File: src/rtl/data_mem_arbiter_if.sv
// Requester, response and memory-strobe bundle for data_mem_arbiter.
// master = requesters plus memory model side, slave = the arbiter.
interface data_mem_arbiter_if;
    logic        req0;
    logic        req1;
    logic        rw0;
    logic        rw1;
    logic [31:0] addr0;
    logic [31:0] addr1;
    logic [31:0] wdata0;
    logic [31:0] wdata1;
    logic [1:0]  size0;
    logic [1:0]  size1;
    logic        ack0;
    logic        ack1;
    logic [31:0] rsp_data;
    logic        rsp_err;
    logic        busy;
    logic        mem_enable;
    logic        mem_rw;
    logic [31:0] mem_address;
    logic [31:0] mem_data_in;
    logic [1:0]  mem_size;
    logic [31:0] mem_data_out;

    modport master (
        output req0, req1, rw0, rw1, addr0, addr1, wdata0, wdata1, size0, size1,
        input  ack0, ack1, rsp_data, rsp_err, busy,
        input  mem_enable, mem_rw, mem_address, mem_data_in, mem_size,
        output mem_data_out
    );

    modport slave (
        input  req0, req1, rw0, rw1, addr0, addr1, wdata0, wdata1, size0, size1,
        output ack0, ack1, rsp_data, rsp_err, busy,
        output mem_enable, mem_rw, mem_address, mem_data_in, mem_size,
        input  mem_data_out
    );
endinterface

File: src/rtl/data_mem_arbiter.sv
// Two-requester arbiter and access sequencer for the byte/half/word data memory.
// Define RR_ARB_EN for round-robin arbitration; otherwise port 0 has fixed priority.
module data_mem_arbiter #(
    parameter int MEM_BYTES     = 256,
    parameter int ACCESS_CYCLES = 1
) (
    input logic               clk,
    input logic               reset,
    data_mem_arbiter_if.slave bus
);
    localparam logic [1:0] ST_IDLE   = 2'd0;
    localparam logic [1:0] ST_ACCESS = 2'd1;
    localparam logic [1:0] ST_RESP   = 2'd2;
    localparam logic [3:0] LAST_CNT  = 4'(ACCESS_CYCLES - 1);

    logic [1:0]  state_r;
    logic [3:0]  cnt_r;
    logic        gnt_r;
    logic        last_grant_r;
    logic        ack0_r;
    logic        ack1_r;
    logic [31:0] rsp_data_r;
    logic        rsp_err_r;
    logic        busy_r;
    logic        mem_enable_r;
    logic        mem_rw_r;
    logic [31:0] mem_address_r;
    logic [31:0] mem_data_in_r;
    logic [1:0]  mem_size_r;

    logic        any_req_s;
    logic        win_s;
    logic        sel_rw_s;
    logic [31:0] sel_addr_s;
    logic [31:0] sel_wdata_s;
    logic [1:0]  sel_size_s;
    logic [32:0] nbytes_s;
    logic [32:0] last_byte_s;
    logic        fault_s;

    function automatic logic [31:0] mask_to_size(input logic [31:0] d, input logic [1:0] s);
        logic [31:0] m;
        case (s)
            2'b00:   m = {24'h000000, d[7:0]};
            2'b01:   m = {16'h0000, d[15:0]};
            default: m = d;
        endcase
        return m;
    endfunction

    assign any_req_s = bus.req0 | bus.req1;

    // Pick the winner among pending requesters
    always_comb begin
        if (bus.req0 && bus.req1) begin
`ifdef RR_ARB_EN
            win_s = ~last_grant_r;
`else
            win_s = 1'b0;
`endif
        end else begin
            win_s = bus.req1;
        end
    end

`ifndef RR_ARB_EN
    logic unused_last_grant_s;
    assign unused_last_grant_s = last_grant_r;
`endif

    // Route the winning requester's fields
    always_comb begin
        if (win_s) begin
            sel_rw_s    = bus.rw1;
            sel_addr_s  = bus.addr1;
            sel_wdata_s = bus.wdata1;
            sel_size_s  = bus.size1;
        end else begin
            sel_rw_s    = bus.rw0;
            sel_addr_s  = bus.addr0;
            sel_wdata_s = bus.wdata0;
            sel_size_s  = bus.size0;
        end
    end

    // Fault check: illegal size, misalignment, or last byte beyond memory (33-bit, no wrap)
    always_comb begin
        case (sel_size_s)
            2'b00:   nbytes_s = 33'd1;
            2'b01:   nbytes_s = 33'd2;
            default: nbytes_s = 33'd4;
        endcase
        last_byte_s = {1'b0, sel_addr_s} + nbytes_s - 33'd1;
        fault_s = (sel_size_s == 2'b11)
               || ((sel_size_s == 2'b01) && (sel_addr_s[0] != 1'b0))
               || ((sel_size_s == 2'b10) && (sel_addr_s[1:0] != 2'b00))
               || (last_byte_s >= 33'(MEM_BYTES));
    end

    // Sequencer: grant, hold strobes for the access window, then one-cycle response
    always_ff @(posedge clk) begin
        if (reset) begin
            state_r       <= ST_IDLE;
            cnt_r         <= 4'd0;
            gnt_r         <= 1'b0;
            last_grant_r  <= 1'b1;
            ack0_r        <= 1'b0;
            ack1_r        <= 1'b0;
            rsp_data_r    <= 32'd0;
            rsp_err_r     <= 1'b0;
            busy_r        <= 1'b0;
            mem_enable_r  <= 1'b0;
            mem_rw_r      <= 1'b0;
            mem_address_r <= 32'd0;
            mem_data_in_r <= 32'd0;
            mem_size_r    <= 2'b00;
        end else begin
            ack0_r <= 1'b0;
            ack1_r <= 1'b0;
            case (state_r)
                ST_IDLE: begin
                    if (any_req_s) begin
                        gnt_r        <= win_s;
                        last_grant_r <= win_s;
                        busy_r       <= 1'b1;
                        if (fault_s) begin
                            state_r    <= ST_RESP;
                            rsp_err_r  <= 1'b1;
                            rsp_data_r <= 32'd0;
                            ack0_r     <= ~win_s;
                            ack1_r     <= win_s;
                        end else begin
                            // mem_* registers double as the request latch
                            state_r       <= ST_ACCESS;
                            cnt_r         <= 4'd0;
                            mem_enable_r  <= 1'b1;
                            mem_rw_r      <= sel_rw_s;
                            mem_address_r <= sel_addr_s;
                            mem_data_in_r <= sel_wdata_s;
                            mem_size_r    <= sel_size_s;
                        end
                    end
                end
                ST_ACCESS: begin
                    cnt_r <= cnt_r + 4'd1;
                    if (cnt_r == LAST_CNT) begin
                        state_r      <= ST_RESP;
                        mem_enable_r <= 1'b0;
                        rsp_err_r    <= 1'b0;
                        rsp_data_r   <= mem_rw_r ? 32'd0 : mask_to_size(bus.mem_data_out, mem_size_r);
                        ack0_r       <= ~gnt_r;
                        ack1_r       <= gnt_r;
                    end
                end
                ST_RESP: begin
                    state_r <= ST_IDLE;
                    busy_r  <= 1'b0;
                end
                default: begin
                    state_r      <= ST_IDLE;
                    busy_r       <= 1'b0;
                    mem_enable_r <= 1'b0;
                end
            endcase
        end
    end

    assign bus.ack0        = ack0_r;
    assign bus.ack1        = ack1_r;
    assign bus.rsp_data    = rsp_data_r;
    assign bus.rsp_err     = rsp_err_r;
    assign bus.busy        = busy_r;
    assign bus.mem_enable  = mem_enable_r;
    assign bus.mem_rw      = mem_rw_r;
    assign bus.mem_address = mem_address_r;
    assign bus.mem_data_in = mem_data_in_r;
    assign bus.mem_size    = mem_size_r;
endmodule

File: src/flat_wrapper.sv
// flat-port wrapper written by rule: the top's interface ports become plain ports
module data_mem_arbiter_flat 
#(
    parameter int MEM_BYTES     = 256,
    parameter int ACCESS_CYCLES = 1
)
  (clk, reset, bus_req0, bus_req1, bus_rw0, bus_rw1, bus_addr0, bus_addr1, bus_wdata0, bus_wdata1, bus_size0, bus_size1, bus_ack0, bus_ack1, bus_rsp_data, bus_rsp_err, bus_busy, bus_mem_enable, bus_mem_rw, bus_mem_address, bus_mem_data_in, bus_mem_size, bus_mem_data_out);
  data_mem_arbiter_if bus_i ();
  input logic clk;
  input logic reset;
  input wire logic [$bits(bus_i.req0)-1:0] bus_req0;
  input wire logic [$bits(bus_i.req1)-1:0] bus_req1;
  input wire logic [$bits(bus_i.rw0)-1:0] bus_rw0;
  input wire logic [$bits(bus_i.rw1)-1:0] bus_rw1;
  input wire logic [$bits(bus_i.addr0)-1:0] bus_addr0;
  input wire logic [$bits(bus_i.addr1)-1:0] bus_addr1;
  input wire logic [$bits(bus_i.wdata0)-1:0] bus_wdata0;
  input wire logic [$bits(bus_i.wdata1)-1:0] bus_wdata1;
  input wire logic [$bits(bus_i.size0)-1:0] bus_size0;
  input wire logic [$bits(bus_i.size1)-1:0] bus_size1;
  output wire logic [$bits(bus_i.ack0)-1:0] bus_ack0;
  output wire logic [$bits(bus_i.ack1)-1:0] bus_ack1;
  output wire logic [$bits(bus_i.rsp_data)-1:0] bus_rsp_data;
  output wire logic [$bits(bus_i.rsp_err)-1:0] bus_rsp_err;
  output wire logic [$bits(bus_i.busy)-1:0] bus_busy;
  output wire logic [$bits(bus_i.mem_enable)-1:0] bus_mem_enable;
  output wire logic [$bits(bus_i.mem_rw)-1:0] bus_mem_rw;
  output wire logic [$bits(bus_i.mem_address)-1:0] bus_mem_address;
  output wire logic [$bits(bus_i.mem_data_in)-1:0] bus_mem_data_in;
  output wire logic [$bits(bus_i.mem_size)-1:0] bus_mem_size;
  input wire logic [$bits(bus_i.mem_data_out)-1:0] bus_mem_data_out;
  assign bus_i.req0 = bus_req0;
  assign bus_i.req1 = bus_req1;
  assign bus_i.rw0 = bus_rw0;
  assign bus_i.rw1 = bus_rw1;
  assign bus_i.addr0 = bus_addr0;
  assign bus_i.addr1 = bus_addr1;
  assign bus_i.wdata0 = bus_wdata0;
  assign bus_i.wdata1 = bus_wdata1;
  assign bus_i.size0 = bus_size0;
  assign bus_i.size1 = bus_size1;
  assign bus_ack0 = bus_i.ack0;
  assign bus_ack1 = bus_i.ack1;
  assign bus_rsp_data = bus_i.rsp_data;
  assign bus_rsp_err = bus_i.rsp_err;
  assign bus_busy = bus_i.busy;
  assign bus_mem_enable = bus_i.mem_enable;
  assign bus_mem_rw = bus_i.mem_rw;
  assign bus_mem_address = bus_i.mem_address;
  assign bus_mem_data_in = bus_i.mem_data_in;
  assign bus_mem_size = bus_i.mem_size;
  assign bus_i.mem_data_out = bus_mem_data_out;
  data_mem_arbiter #(.MEM_BYTES(MEM_BYTES), .ACCESS_CYCLES(ACCESS_CYCLES)) u_core (.clk(clk), .reset(reset), .bus(bus_i));
endmodule
File: config.mk
export PLATFORM = sky130hd
export DESIGN_NAME = data_mem_arbiter_flat
export DESIGN_NICKNAME = d
export VERILOG_FILES = /design/src/rtl/data_mem_arbiter_if.sv /design/src/rtl/data_mem_arbiter.sv /design/src/flat_wrapper.sv
export SDC_FILE = /design/constraint.sdc
export NUM_CORES = 1
export LEC_CHECK = 0
export CORE_UTILIZATION = 40
export CTS_CLUSTER_SIZE = 28
export DETAILED_ROUTE_END_ITERATION = 10
export PLACE_DENSITY = 0.74
export SLEW_MARGIN = 5
export SYNTH_ARGS = -nofsm -noshare
export SYNTH_HDL_FRONTEND = slang
export SYNTH_SLANG_ARGS = --single-unit
File: constraint.sdc
create_clock -name clk -period 6.2 [get_ports clk]
set_input_delay 0.93 -clock clk [delete_from_list [all_inputs] [get_ports clk]]
set_output_delay 0.93 -clock clk [all_outputs]
set_load 0.01 [all_outputs]
==> Yosys cells after proc, flatten, opt, wreduce, memory -nomap -nowiden <==
Cells that the tools add are included.
{ "totals": {"out_inout_bits": 104, "elab_cells": 88, "in_bits": 170, "register_bits": 111} }
{ "op_classes": {"eq_ne": 10, "mux": 36, "reduce_logical": 19, "n_lt_le_gt_ge": 1, "n_addsub": 3, "bitwise": 6} }
{ "ops": {"columns": ["op", "count"], "rows": [
  ["$mux W32", 6],
  ["$pmux W32 S2", 2],
  ["$add A32 B3 Y33", 1],
  ["$ge A33 B9 Y1 const B", 1],
  ["$sub A33 B1 Y33 const B", 1],
  ["$mux W1", 14],
  ["$mux W2", 4],
  ["$mux W4", 2],
  ["$pmux W1 S2", 4],
  ["$pmux W4 S2", 1],
  ["$reduce_and A4 Y1", 2],
  ["$eq A2 B1 Y1 const B", 3],
  ["$eq A2 B2 Y1 const B", 3],
  ["$logic_not A2 Y1", 3],
  ["$ne A2 B1 Y1 const B", 3],
  ["$pmux W3 S2", 1],
  ["$reduce_and A2 Y1", 3],
  ["$reduce_and A3 Y1", 2],
  ["$not A1 Y1", 5],
  ["$add A4 B1 Y4 const B", 1],
  ["$logic_not A4 Y1", 1],
  ["$pmux W2 S2", 1],
  ["$reduce_bool A2 Y1", 2],
  ["$logic_and A1 B1 Y1", 3],
  ["other kinds (4)", 6]
]} }

==> Logic depth before layout (Yosys ltp) <==
{ "depth": {"depth_word": 12, "depth_mapped": 24, "ltp_nobuf": 18} }

==> Worst setup path before layout <==
Ideal clock, no wire load.
{ "synth_path": {"path_kind": "input port to flip-flop", "start": "in bus_req0", "end": "reg u_core.mem_data_in_r[0] (netlist: u_core.bus.mem_data_in[0])", "setup_slack_ps": 576, "n_path_buf": 6, "cell_stages": 24, "setup_ps": 134, "required_ps": 6066, "arrival_ps": 5490, "path_cell_list": "nand2b_1 > buf_2 > buf_1 > clkbuf_1 > mux2i_1 > nand2b_1 > ha_1 > inv_1 > ha_1 > inv_1 > fa_1 > nor2b_1 > o31ai_1 > a2111o_1 > a21o_1 > a41oi_1 > o211ai_1 > and4b_1 > and2_1 > buf_6 > and3_1 > buf_4 > buf_6 > a211oi_1"} }
{ "synth_between": {"elab_chain_len": 11, "elab_cells_between_ends": 22, "cone_classes": "2 x add/sub; 1 x order compare; 3 x eq/ne; 5 x mux; 2 x bitwise; 9 x reduce/logical"} }
{ "synth_rtl": {"columns": ["item", "line_no", "source"], "rows": [
  ["start: declaration", "flat_wrapper.sv:11", "input wire logic [$bits(bus_i.req0)-1:0] bus_req0;"],
  ["$logic_and A1 B1 Y1", "data_mem_arbiter.sv:55", "if (bus.req0 && bus.req1) begin"],
  ["$mux W1", "data_mem_arbiter.sv:55", null],
  ["$mux W2", "data_mem_arbiter.sv:73", "if (win_s) begin"],
  ["$eq A2 B1 Y1 or $logic_not A2 Y1 (tied branches)", "data_mem_arbiter.sv:88, data_mem_arbiter.sv:95", null],
  ["$pmux W3 S2", "data_mem_arbiter.sv:88", "case (sel_size_s)"],
  ["$add A32 B3 Y33", "data_mem_arbiter.sv:93", "last_byte_s = {1'b0, sel_addr_s} + nbytes_s - 33'd1;"],
  ["$sub A33 B1 Y33", "data_mem_arbiter.sv:93", null],
  ["$ge A33 B9 Y1", "data_mem_arbiter.sv:97", "|| (last_byte_s >= 33'(MEM_BYTES));"],
  ["$logic_or A1 B1 Y1", "data_mem_arbiter.sv:97", null],
  ["$not A1 Y1 (no source line)", null, null],
  ["$reduce_and A3 Y1 (no source line)", null, null],
  ["end signal: assignment", "data_mem_arbiter.sv:139", "mem_data_in_r <= sel_wdata_s;"],
  ["end: declaration", "data_mem_arbiter.sv:28", "logic [31:0] mem_data_in_r;"]
]} }
Parallel ways exist; a longest one is shown, timed or not.
A chain may end at the register's enable or synchronous reset.

==> Worst setup path after layout <==
{ "layout_path": {"start": "in bus_req0", "end": "reg u_core.mem_data_in_r[18] (netlist: u_core.bus.mem_data_in[18])"} }
The elaborated chain is that of the path after synthesis.

==> metrics.yaml <==
seq_area_frac_synth_pct: 30.81
routedWlPerCell_um: 17.32
dieArea_um2: 18570
dpl.hpwl_um: 18560
drive_above_1_share_pct: 6.346
fin_crit_sh_pct: 94.17
fin_util_pct: 59.49
maxCapViolCount: 0
grt_max_degree: 68
synth.distinct_cells: 72
grt_pass1_vias: 7004
drt_pre_antenna_iters: 6
slew_viol_final: 0
synth.net_count: 1135
synth-edff-count: 0
cts_buffer_depth: 2
crit_fanout: 34
multi_input_area_um2: 4499
clk_latency_ns: 0.36
syn_inst: 928
yosysWarnings: 0
final-setup-viol-count: 0
worstHoldPathCells: 2
worst_hold_path.endpoint: "u_core.bus.rsp_data[18]$_SDFFE_PP0P_"
drtIter0Drc: 625
synth_top_area_share_pct: 30.81
cp.required_ns: 6.44
timing.rr.end: "u_core.bus.rsp_data[24]$_SDFFE_PP0P_"
layout_common_cells: "272 x clkdlybuf4s50_1, 113 x nand2_1, 111 x dfxtp_1, 72 x a21oi_1, 53 x o21ai_0"
syn_area_um2: 7213
max_slew_margin_pct: 36.52
initial_core_util_pct: 41.27
skew_ns: 0.01535
numCtsBuffers: 9
async_flop_share_pct: 0
hold_class: "reg2reg"
vias: 7940
area_delta_synth_final_pct: 44.15
rows: 48
cts_tree: "built"
path_clk_slew_ns: 0.08
outcome: "finished clean"
finalSetupTns_ns: 0
hold_path_startpoint: "u_core.bus.rsp_data[18]$_SDFFE_PP0P_"
layout_commonest_cell: "clkdlybuf4s50_1"
syn_area_per_cell_um2: 7.773
rsz0062_at_grt: "no"
antenna_found_initial: 1
postCtsSetupBuffers: 0
ys_ff_latch: 111
p_leak_nw: 3.956
ff2ff_setup_slack_ns: 3.74
post-route-min-period_ns: 5.838
wirelength_um: 24110
synthFlopType: "dfxtp_1"
hold_violations: 0
final-seq-area_um2: 2222
die_height_um: 136.3
portBuffers: 273
synth.largest_area_cell: "dfxtp_1"
powerDensity_nw_per_um2: 186.8
fillers: 1607
grt_pass1_wl_um: 36880
htree_levels: 3
cp.arrival_ns: 6.07
ctsHoldBuffers: 0
cp-start-kind: "input port"
gp_congestion: 0.9646
reg2reg_depth: 7
drcViolationCount: 0
io_pins: 274
cts.sinks: 111
core_region_area_um2: 17480
vias_per_cell: 5.704
die_x_um: 136.3
cts-resized-gates: 0
grt_overflow: 0
ir_worst_vdd_mv: 0.1262
fmax_mhz: 171.3
yosys-top-cells-area: "dfxtp_1 31%, ha_1 6.2%, nand2_1 5.9%"
worstMarginPinSlew_ns: 0.9463
ant_nets: 0
crit_type: "in2reg"
rr_startpoint: "u_core.cnt_r[0]$_SDFFE_PP0P_"
cts-root-buf: "clkbuf_16"
grt.total_usage_pct: 25.09
final_nets: 1368
critPathCaptureType: "flop"
[sequential cells by signal (all words and copies together), names as in the netlist]
register	cells
u_core.bus.ack0	1
u_core.bus.ack1	1
u_core.bus.busy	1
u_core.bus.mem_address	32
u_core.bus.mem_data_in	32
u_core.bus.mem_enable	1
u_core.bus.mem_rw	1
u_core.bus.mem_size	2
u_core.bus.rsp_data	32
u_core.bus.rsp_err	1
u_core.cnt_r	4
u_core.gnt_r	1
u_core.state_r	2
[worst max-delay path, cell delays in order]
cell and delay (ns):
clkdlybuf4s50_1 0.59, nand2b_4 0.27, mux2i_1 0.45, nand2b_1 0.10, ha_1 0.28, inv_1 0.06
ha_1 0.19, inv_1 0.07, fa_1 0.42, nor2b_1 0.21, o31ai_1 0.13, a31oi_1 0.23
mux2i_1 0.14, a2111o_1 0.40, nor4_1 0.31, and4b_1 0.29, and2_1 0.20, buf_4 0.37
a21oi_1 0.11, a211oi_1 0.30
[power breakdown]
part | internal [mW] | switching, mW | leakage (nW) | total (mW)
Sequential | 0.715 | 0.00317 | 0.895 | 0.718
Clock | 0.295 | 0.287 | 0.148 | 0.581
Combinational | 0.287 | 0.356 | 2.91 | 0.643
[cells by family after synthesis]
kind of cell | count (synthesis) | share of synthesized area [%]
AO/OA/AOI/OAI | 342 | 31.22
multiplexers | 40 | 5.603
buffers and inverters | 121 | 7.112
AND/OR/NAND/NOR | 268 | 17.64
XOR/XNOR | 9 | 1.093
flip-flops | 111 | 30.81
adder cells (fa/ha/maj) | 37 | 6.522
[per-stage QoR]
stage                     area (um^2)  instances  total power, mW  worst slack [ns]  hold WS (ns)
after floorplan                  7213        928            1.129            0.5756        0.4543
after global routing            10400       1392            2.044           0.04298        0.4639
after global placement          10090       1375            1.366            0.3290        0.4352
after CTS                       10400       1391            1.949            0.4276        0.4545
final                           10400       1392            1.943            0.3616        0.4500
after detailed placement        10090       1375            1.365            0.1582        0.4419
[cells in the mapped netlist, types with 7 or more instances]
cell type and count:
o31ai_1 17, o21a_1 8, nand2b_1 7, or3_1 8, a21o_1 13, clkbuf_1 48, buf_2 11, nand2_1 113
nor2_1 31, inv_1 48, a21oi_1 72, a31oi_1 10, o21ai_0 53, a211oi_1 38, nand4_1 15, o22ai_1 41
ha_1 36, dfxtp_1 111, o211ai_1 8, o21ai_1 15, a31o_2 22, nand3_1 30, mux2i_1 37, nor3_1 34
[how the worst max path moves through the flow]
stage	depth (start not counted)	start	endpoint	slack [ns]
2_1_floorplan	24	bus_req0	u_core.bus.mem_data_in[0]$_SDFFE_PP0P_	0.58
3_3_place_gp	16	bus_req0	u_core.bus.mem_data_in[1]$_SDFFE_PP0P_	0.33
3_5_place_dp	20	bus_req0	u_core.bus.mem_data_in[18]$_SDFFE_PP0P_	0.16
4_1_cts	18	bus_req0	u_core.bus.mem_data_in[18]$_SDFFE_PP0P_	0.43
5_1_grt	20	bus_req0	u_core.bus.mem_data_in[18]$_SDFFE_PP0P_	0.04
6_report	20	bus_req0	u_core.bus.mem_data_in[18]$_SDFFE_PP0P_	0.36
[cell type report]
cell class / count / share of cell area, %
timing repair buffer: 293 / 27.92
sequential: 111 / 21.37
antenna: 1 / 0.02407
tap: 225 / 2.708
clock buffer: 10 / 2.298
inverter: 50 / 1.805
clock inverter: 6 / 0.6017
multi-input combinational: 696 / 43.27
[layer usage]
layer  vias to the layer above  global-route usage [%]  wire length [um]
li1                       3946                       -                 -
met1                      3660                   31.37             10310
met2                       291                   43.03             11670
met3                        43                   4.661              1533
met4                         0                   8.272               590
met5                         -                       0                 0
Power figures use the tool's default switching activity.
